File: config.mk
export PLATFORM = sky130hd
export DESIGN_NAME = hangman_display_engine
export DESIGN_NICKNAME = d
export VERILOG_FILES = /design/src/rtl/hangman_display_engine.sv
export SDC_FILE = /design/constraint.sdc
export NUM_CORES = 1
export LEC_CHECK = 0
export CAP_MARGIN = 20
export CORE_ASPECT_RATIO = 1.4
export CORE_MARGIN = 10
export CORE_UTILIZATION = 44
export CTS_CLUSTER_SIZE = 28
export DETAILED_ROUTE_END_ITERATION = 16
export GPL_TIMING_DRIVEN = 0
export PLACE_DENSITY = 0.77
export SKIP_LAST_GASP = 1
export SYNTH_ARGS = -nofsm -noshare
export SYNTH_HDL_FRONTEND = slang
export SYNTH_SLANG_ARGS = --single-unit
File: constraint.sdc
create_clock -name clk -period 7.4 [get_ports clk]
set_clock_uncertainty 0.05 [all_clocks]
set_input_delay 2.22 -clock clk [delete_from_list [all_inputs] [get_ports clk]]
set_output_delay 2.22 -clock clk [all_outputs]
set_load 0.02 [all_outputs]
File: src/rtl/hangman_display_engine.sv
// hangman_display_engine: owns the Hangman round state (stored word, revealed
// mask, miss buffer, miss counter, round FSM), flags duplicate guesses and
// drives two registered ASCII LCD row buffers (MSB byte = column 0).
// Optional build macro: LIVES_DISPLAY_EN (remaining-lives digit in the last
// bottom column while playing; requires MAX_MISS <= 9).
module hangman_display_engine #(
   parameter int WORD_LEN = 5,
   parameter int MAX_MISS = 6,
   parameter int COLS     = 16
) (
   input  logic                            clk,
   input  logic                            rst,
   input  logic                            new_game,
   input  logic [8*WORD_LEN-1:0]           word,
   input  logic                            guess_valid,
   input  logic [7:0]                      guess,
   output logic [8*COLS-1:0]               top,
   output logic [8*COLS-1:0]               bottom,
   output logic [1:0]                      state,
   output logic [$clog2(MAX_MISS+1)-1:0]   miss_count,
   output logic                            dup_guess
);

   localparam int MW       = $clog2(MAX_MISS + 1);
   localparam int WORD_OFF = (COLS - WORD_LEN) / 2;
   localparam int WIN_OFF  = (COLS - 3) / 2;
   localparam int LOSE_OFF = (COLS - 4) / 2;
`ifdef LIVES_DISPLAY_EN
   // Miss field is centred in the columns left of the lives digit.
   localparam int MISS_OFF = (COLS - 1 - MAX_MISS) / 2;
`else
   localparam int MISS_OFF = (COLS - MAX_MISS) / 2;
`endif
   localparam logic [23:0] WIN_TXT  = "WIN";
   localparam logic [31:0] LOSE_TXT = "LOSE";

   typedef enum logic [1:0] {
      S_IDLE = 2'b00,
      S_PLAY = 2'b01,
      S_WIN  = 2'b10,
      S_LOSE = 2'b11
   } state_t;

   state_t              state_reg, state_next;
   logic [7:0]          word_reg     [WORD_LEN];
   logic [7:0]          word_next    [WORD_LEN];
   logic [7:0]          miss_buf_reg [MAX_MISS];
   logic [7:0]          miss_buf_next[MAX_MISS];
   logic [WORD_LEN-1:0] mask_reg, mask_next;
   logic [MW-1:0]       miss_count_reg, miss_count_next;
   logic                dup_reg, dup_next;
   logic [8*COLS-1:0]   top_reg, bottom_reg;
   logic [8*COLS-1:0]   top_packed, bottom_packed;
   logic [7:0]          top_cols    [COLS];
   logic [7:0]          bottom_cols [COLS];

   logic [WORD_LEN-1:0] match;
   logic [WORD_LEN-1:0] rev_hit;
   logic [MAX_MISS-1:0] buf_hit;
   logic                is_dup;

   // Per-letter and per-miss-slot comparators against the incoming guess.
   genvar gi;
   generate
      for (gi = 0; gi < WORD_LEN; gi++) begin : g_match
         assign match[gi]   = (word_reg[gi] == guess);
         assign rev_hit[gi] = mask_reg[gi] & match[gi];
      end
      for (gi = 0; gi < MAX_MISS; gi++) begin : g_buf
         assign buf_hit[gi] = (miss_buf_reg[gi] == guess);
      end
      for (gi = 0; gi < COLS; gi++) begin : g_pack
         assign top_packed[8*(COLS-1-gi) +: 8]    = top_cols[gi];
         assign bottom_packed[8*(COLS-1-gi) +: 8] = bottom_cols[gi];
      end
   endgenerate

   assign is_dup = (|rev_hit) | (|buf_hit);

   // Round update: new_game has priority; guesses only count while playing.
   always_comb begin
      state_next      = state_reg;
      word_next       = word_reg;
      mask_next       = mask_reg;
      miss_buf_next   = miss_buf_reg;
      miss_count_next = miss_count_reg;
      dup_next        = 1'b0;
      if (new_game) begin
         for (int i = 0; i < WORD_LEN; i++)
            word_next[i] = word[8*(WORD_LEN-1-i) +: 8];
         for (int j = 0; j < MAX_MISS; j++)
            miss_buf_next[j] = 8'h5F;
         mask_next       = '0;
         miss_count_next = '0;
         state_next      = S_PLAY;
      end else if (guess_valid && state_reg == S_PLAY) begin
         if (is_dup) begin
            dup_next = 1'b1;
         end else if (|match) begin
            mask_next = mask_reg | match;
            if (&mask_next)
               state_next = S_WIN;
         end else begin
            for (int j = 0; j < MAX_MISS; j++)
               if (MW'(j) == miss_count_reg)
                  miss_buf_next[j] = guess;
            miss_count_next = miss_count_reg + 1'b1;
            if (miss_count_next == MW'(MAX_MISS))
               state_next = S_LOSE;
         end
      end
   end

   // Row images built from next-state values so they change with state.
   always_comb begin
      for (int c = 0; c < COLS; c++) begin
         top_cols[c]    = 8'h20;
         bottom_cols[c] = 8'h20;
      end
      case (state_next)
         S_PLAY: begin
            for (int i = 0; i < WORD_LEN; i++)
               top_cols[WORD_OFF+i] = mask_next[i] ? word_next[i] : 8'h5F;
            for (int j = 0; j < MAX_MISS; j++)
               bottom_cols[MISS_OFF+j] = miss_buf_next[j];
`ifdef LIVES_DISPLAY_EN
            bottom_cols[COLS-1] = 8'h30 + 8'(MAX_MISS) - 8'(miss_count_next);
`endif
         end
         S_WIN: begin
            for (int k = 0; k < 3; k++)
               top_cols[WIN_OFF+k] = WIN_TXT[8*(2-k) +: 8];
            for (int i = 0; i < WORD_LEN; i++)
               bottom_cols[WORD_OFF+i] = word_next[i];
         end
         S_LOSE: begin
            for (int k = 0; k < 4; k++)
               top_cols[LOSE_OFF+k] = LOSE_TXT[8*(3-k) +: 8];
            for (int i = 0; i < WORD_LEN; i++)
               bottom_cols[WORD_OFF+i] = word_next[i];
         end
         default: ;
      endcase
   end

   // State and display registers with asynchronous reset.
   always_ff @(posedge clk or posedge rst) begin
      if (rst) begin
         state_reg      <= S_IDLE;
         mask_reg       <= '0;
         miss_count_reg <= '0;
         dup_reg        <= 1'b0;
         top_reg        <= {COLS{8'h20}};
         bottom_reg     <= {COLS{8'h20}};
         for (int i = 0; i < WORD_LEN; i++) word_reg[i]     <= 8'h20;
         for (int j = 0; j < MAX_MISS; j++) miss_buf_reg[j] <= 8'h5F;
      end else begin
         state_reg      <= state_next;
         mask_reg       <= mask_next;
         miss_count_reg <= miss_count_next;
         dup_reg        <= dup_next;
         top_reg        <= top_packed;
         bottom_reg     <= bottom_packed;
         word_reg       <= word_next;
         miss_buf_reg   <= miss_buf_next;
      end
   end

   assign top        = top_reg;
   assign bottom     = bottom_reg;
   assign state      = state_reg;
   assign miss_count = miss_count_reg;
   assign dup_guess  = dup_reg;

endmodule

==> run summary <==
The top-area cell type share of the netlist area came out at 31.5%. The critical path is of the in2reg type. The portion of total power attributed to sequential cells is 43.4%.

The pin count of the biggest net entering global routing came out at 109. The share of layout cells above drive strength 1 came out at 28.4%. The floorplan step set the die height to 205 um. Counting along the longest clock path gives a buffer depth of 2. The worst-margin pin slew is 1.07 ns. The clock network burns 35.7% of the power. In the final design database the tool counted 1,378 nets. The total CTS buffers came out at 17. The final count of pins violating max slew came to 0. The number of vias after detailed routing came out at just over 8,000. The count of endpoints failing hold in the final timing report was 0.

The beginning of the worst hold path is word_reg[37]$_DFF_PP1_. The element type at the critical path start is an input pin. The reported max-cap violation count is 0. The register bit total from synthesis came out at between 150 and 200. The flow ran to the end, and the final reports show no timing, DRC or antenna violations. The TritonCTS clock tree is done. Counting the fill cells in the layout gives 2,097.

The number of iterations in the first detailed-routing pass is 6. The number of global-route vias before repair is 8,929. Row generation in the floorplan step produced 67 rows. The HPWL after detailed placement is around 28,000 um.

The largest single stage delay on the critical path is 0.86 ns. The sequential area share after synthesis came out at between 40% and 50%. After synthesis, the share of flip-flops with an asynchronous set or reset is 100%.

The CTS clock-pin slew for the worst setup and hold paths is 0.07 ns. The sum of buffers and inverters on the critical path came out at 5. The final clock period utilization by the worst path came out at ~71%.

The number of hold buffers added after CTS is 0. Power comes to 2.63 mW. Traced cell by cell, the critical path runs through clkdlybuf4s50_1 -> clkbuf_1 -> clkbuf_1 -> clkbuf_1 -> buf_1 -> mux2_2.

The switching power is 802 uW. In the synthesized netlist the dominant register cell turns out to be sky130_fd_sc_hd__dfrtp_1. The floorplan die width is 152 um. The overall die area is about 31,000 um^2. The number of cells in the design after placement came out at 1,611.

After layout, the worst setup slack is 2.12 ns. The overall routing resource usage came out at between 20 and 25%. The data arrival time at the worst-slack endpoint is 5.57 ns. Once the clock tree was built, the resizer swapped 0 gates to a different size.

The residual antenna-violating net count after detailed routing is 0. The cell family contributing the most delay on the critical path is buffers and inverters. The average cell area after synthesis came out at ~11 um^2.

The sum of routed wire length over all layers came out at roughly 36,000 um. Compared with the post-synthesis result, the final layout area differs by 28.0%. The core footprint came out at 24,000 um^2. Input and output buffers added on the ports amount to 137. The via density per instance is 5.03. The cell-internal power is 1.83 mW. The count of yosys warnings during synthesis came out at 0. Clock tree synthesis found a total of between 150 and 200 sinks.

The share of total power consumed by net switching is between 30% and 40%. The mapped cell area is ~11,000 um^2. Setup violations remaining at the end of the flow were counted as 0.

The wire length per cell after detailed routing is 22.1 um. The total number of H-tree levels came out at 4. Headroom to the max-slew limit came out at 28.7%. The beginning of the critical path is new_game.

The worst hold path class is reg2reg. The final global-route overflow total came out at 0. The critical register-to-register path startpoint is word_reg[21]$_DFF_PP1_. Summed over all cells, the static leakage comes to roughly 6.2 nW. The number of design rule violations left after detail routing came out at 0. Combinational logic burns roughly a fifth of the power.

The maximum vdd drop is ~0.00017 V. After layout, the minimum clock period comes to 5.28 ns. Timing analysis after detailed placement gives a worst setup slack of 1.74 ns. Setup repair after global routing left no endpoint under its margin. The final weighted congestion in routability-driven placement came out at 0.981. The number of antenna cells inserted is 0. By area the synthesized netlist is led by sky130_fd_sc_hd__dfrtp_1 31%, sky130_fd_sc_hd__dfstp_2 13%, sky130_fd_sc_hd__buf_4 12%. STA classifies the critical path endpoint as a register. The cell with the biggest individual delay on the critical path is sky130_fd_sc_hd__buf_1.

The first global-routing pass estimated about 54,000 um of wire. The data required time of the critical path came out at 7.69 ns. The number of ports placed on the die boundary came out at 314.

The clock reaches the later pin of the worst-skew pair after 0.46 ns. The largest total area in the synthesized netlist belongs to sky130_fd_sc_hd__dfrtp_1. The total setup buffers inserted after CTS came out at 0.

The number of DRC markers in iteration 0 came out at about 670. The cell that appears most often on the critical path is sky130_fd_sc_hd__clkbuf_1. The power density over the cells came out at 191 nW/um^2. The starting density of the core came out at roughly 45%. The initial antenna violation count was 0. The synthesized instance count is 997. In this run the clock root is driven by a sky130_fd_sc_hd__clkbuf_16. The number of unique standard cell types used by synthesis is 64. After the flow finishes, the layout carries non-filler instances totaling 1,643.

The maximum fanout along the worst path came out at 10. The maximum operating frequency is 0.189 GHz. The final standard cell utilization of the core came out at 57.3%. The number of synthesized flops with an enable pin is 0.
-- worst paths after layout --
check,slack [ns],depth (start not counted),endpoint
worst min-delay path,0.48,2,bottom[85]$_DFF_PP1_
worst max-delay path,2.12,6,word_reg[35]$_DFF_PP0_
max in group asynchronous,4.15,3,top[50]$_DFF_PP0_
min in group asynchronous,2.19,2,bottom[50]$_DFF_PP0_
worst min register to register,0.48,2,bottom[85]$_DFF_PP1_
worst max register to register,3.98,10,bottom[61]$_DFF_PP1_
-- tightest hold or removal path: cells and delay by family (launching register included) --
family,cells,cell delay [ns]
buffers and inverters,1,0.07
flip-flops,1,0.39
multiplexers,1,0.07
-- metal layers --
metal | up-vias | global-route usage [%] | share of wire [%] | routed length (um)
li1 | 3748 | - | - | -
met1 | 4007 | 24.0 | 37 | 13400
met2 | 434 | 39.1 | 51 | 18300
met3 | 82 | 6.55 | 7.9 | 2870
met4 | 0 | 12.4 | 4.6 | 1690
met5 | - | 0 | 0 | 0
-- through the flow --
stage          cell area [um^2]  TNS, ns  hold WS [ns]
2_1_floorplan             11400        0         0.416
3_3_place_gp              13100  -344.82         0.464
3_5_place_dp              13100        0         0.466
4_1_cts                   13700        0         0.477
5_1_grt                   13700        0         0.506
6_report                  13700        0         0.478
-- cell type report --
class | count | area (um^2) | share of cell area [%]
inverter | 26 | 108 | 0.784
buffer | 234 | 1710 | 12.5
clock buffer | 20 | 447 | 3.25
tap | 310 | 388 | 2.82
clock inverter | 12 | 138 | 1.00
timing repair buffer | 138 | 1400 | 10.2
sequential | 187 | 4740 | 34.5
multi-input combinational | 716 | 4800 | 34.9
-- logic make-up (layout without fill, tap and decap cells) --
group,after synthesis,count (layout),synth area share [%]
other,2,168,0.0700
adder cells (fa/ha/maj),6,6,0.700
AND/OR/NAND/NOR,203,203,9.97
multiplexers,77,77,8.83
buffers and inverters,260,430,16.9
AO/OA/AOI/OAI,173,173,12.1
flip-flops,187,187,44.2
XOR/XNOR,89,89,7.26
-- cells in the mapped netlist (10+ instances only) --
| cell | number |
|---|---|
| sky130_fd_sc_hd__nand2_1 | 28 |
| sky130_fd_sc_hd__xnor2_1 | 43 |
| sky130_fd_sc_hd__o31a_1 | 25 |
| sky130_fd_sc_hd__mux2i_1 | 20 |
| sky130_fd_sc_hd__mux2_2 | 29 |
| sky130_fd_sc_hd__clkbuf_1 | 27 |
| sky130_fd_sc_hd__o21ai_0 | 53 |
| sky130_fd_sc_hd__buf_4 | 174 |
| sky130_fd_sc_hd__mux2_4 | 28 |
| sky130_fd_sc_hd__o311a_1 | 22 |
| sky130_fd_sc_hd__dfstp_2 | 52 |
| sky130_fd_sc_hd__dfrtp_1 | 135 |
| sky130_fd_sc_hd__and2_1 | 10 |
| sky130_fd_sc_hd__nand3_1 | 22 |
| sky130_fd_sc_hd__a21oi_1 | 24 |
| sky130_fd_sc_hd__and3_1 | 14 |
| sky130_fd_sc_hd__nor2_1 | 66 |
| sky130_fd_sc_hd__inv_1 | 22 |
| sky130_fd_sc_hd__buf_6 | 22 |
| sky130_fd_sc_hd__nor3_1 | 17 |
| sky130_fd_sc_hd__xor2_1 | 46 |
| sky130_fd_sc_hd__nand4_1 | 11 |
-- power groups by stage --
| stage | sequential, mW | combinational, mW | clock (mW) |
|---|---|---|---|
| after global placement | 1.16 | 0.535 | 0 |
| after global routing | 1.14 | 0.588 | 0.987 |
| after floorplan | 1.17 | 0.357 | 0 |
| after CTS | 1.14 | 0.543 | 0.944 |
| after detailed placement | 1.16 | 0.541 | 0 |
| final | 1.14 | 0.552 | 0.938 |
-- cell usage in the layout (no fill, tap or decap), types with 3 or more instances in the layout --
| cell type | Yosys | layout |
|---|---|---|
| sky130_fd_sc_hd__a21boi_1 | 6 | 6 |
| sky130_fd_sc_hd__a21oi_1 | 24 | 24 |
| sky130_fd_sc_hd__a311oi_1 | 4 | 4 |
| sky130_fd_sc_hd__a31o_2 | 4 | 4 |
| sky130_fd_sc_hd__a32oi_2 | 3 | 3 |
| sky130_fd_sc_hd__and2_1 | 10 | 10 |
| sky130_fd_sc_hd__and3_1 | 14 | 14 |
| sky130_fd_sc_hd__buf_1 | 5 | 5 |
| sky130_fd_sc_hd__buf_2 | 5 | 5 |
| sky130_fd_sc_hd__buf_4 | 174 | 174 |
| sky130_fd_sc_hd__buf_6 | 22 | 22 |
| sky130_fd_sc_hd__clkbuf_1 | 27 | 29 |
| sky130_fd_sc_hd__clkbuf_16 | 0 | 17 |
| sky130_fd_sc_hd__clkdlybuf4s50_1 | 0 | 137 |
| sky130_fd_sc_hd__clkinvlp_4 | 0 | 4 |
| sky130_fd_sc_hd__conb_1 | 2 | 168 |
| sky130_fd_sc_hd__dfrtp_1 | 135 | 135 |
| sky130_fd_sc_hd__dfstp_2 | 52 | 52 |
| sky130_fd_sc_hd__ha_1 | 6 | 6 |
| sky130_fd_sc_hd__inv_1 | 22 | 21 |
| sky130_fd_sc_hd__inv_6 | 0 | 3 |
| sky130_fd_sc_hd__mux2_2 | 29 | 29 |
| sky130_fd_sc_hd__mux2_4 | 28 | 28 |
| sky130_fd_sc_hd__mux2i_1 | 20 | 20 |
| sky130_fd_sc_hd__nand2_1 | 28 | 28 |
| sky130_fd_sc_hd__nand2b_1 | 5 | 5 |
| sky130_fd_sc_hd__nand3_1 | 22 | 22 |
| sky130_fd_sc_hd__nand4_1 | 11 | 11 |
| sky130_fd_sc_hd__nor2_1 | 66 | 66 |
| sky130_fd_sc_hd__nor3_1 | 17 | 17 |
| sky130_fd_sc_hd__nor4_1 | 6 | 6 |
| sky130_fd_sc_hd__nor4_2 | 6 | 6 |
| sky130_fd_sc_hd__o211a_1 | 7 | 7 |
| sky130_fd_sc_hd__o21ai_0 | 53 | 53 |
| sky130_fd_sc_hd__o22ai_1 | 7 | 7 |
| sky130_fd_sc_hd__o311a_1 | 22 | 22 |
| sky130_fd_sc_hd__o31a_1 | 25 | 25 |
| sky130_fd_sc_hd__or2_2 | 7 | 7 |
| sky130_fd_sc_hd__xnor2_1 | 43 | 43 |
| sky130_fd_sc_hd__xor2_1 | 46 | 46 |
No activity file was read; power rests on OpenSTA's default activity.
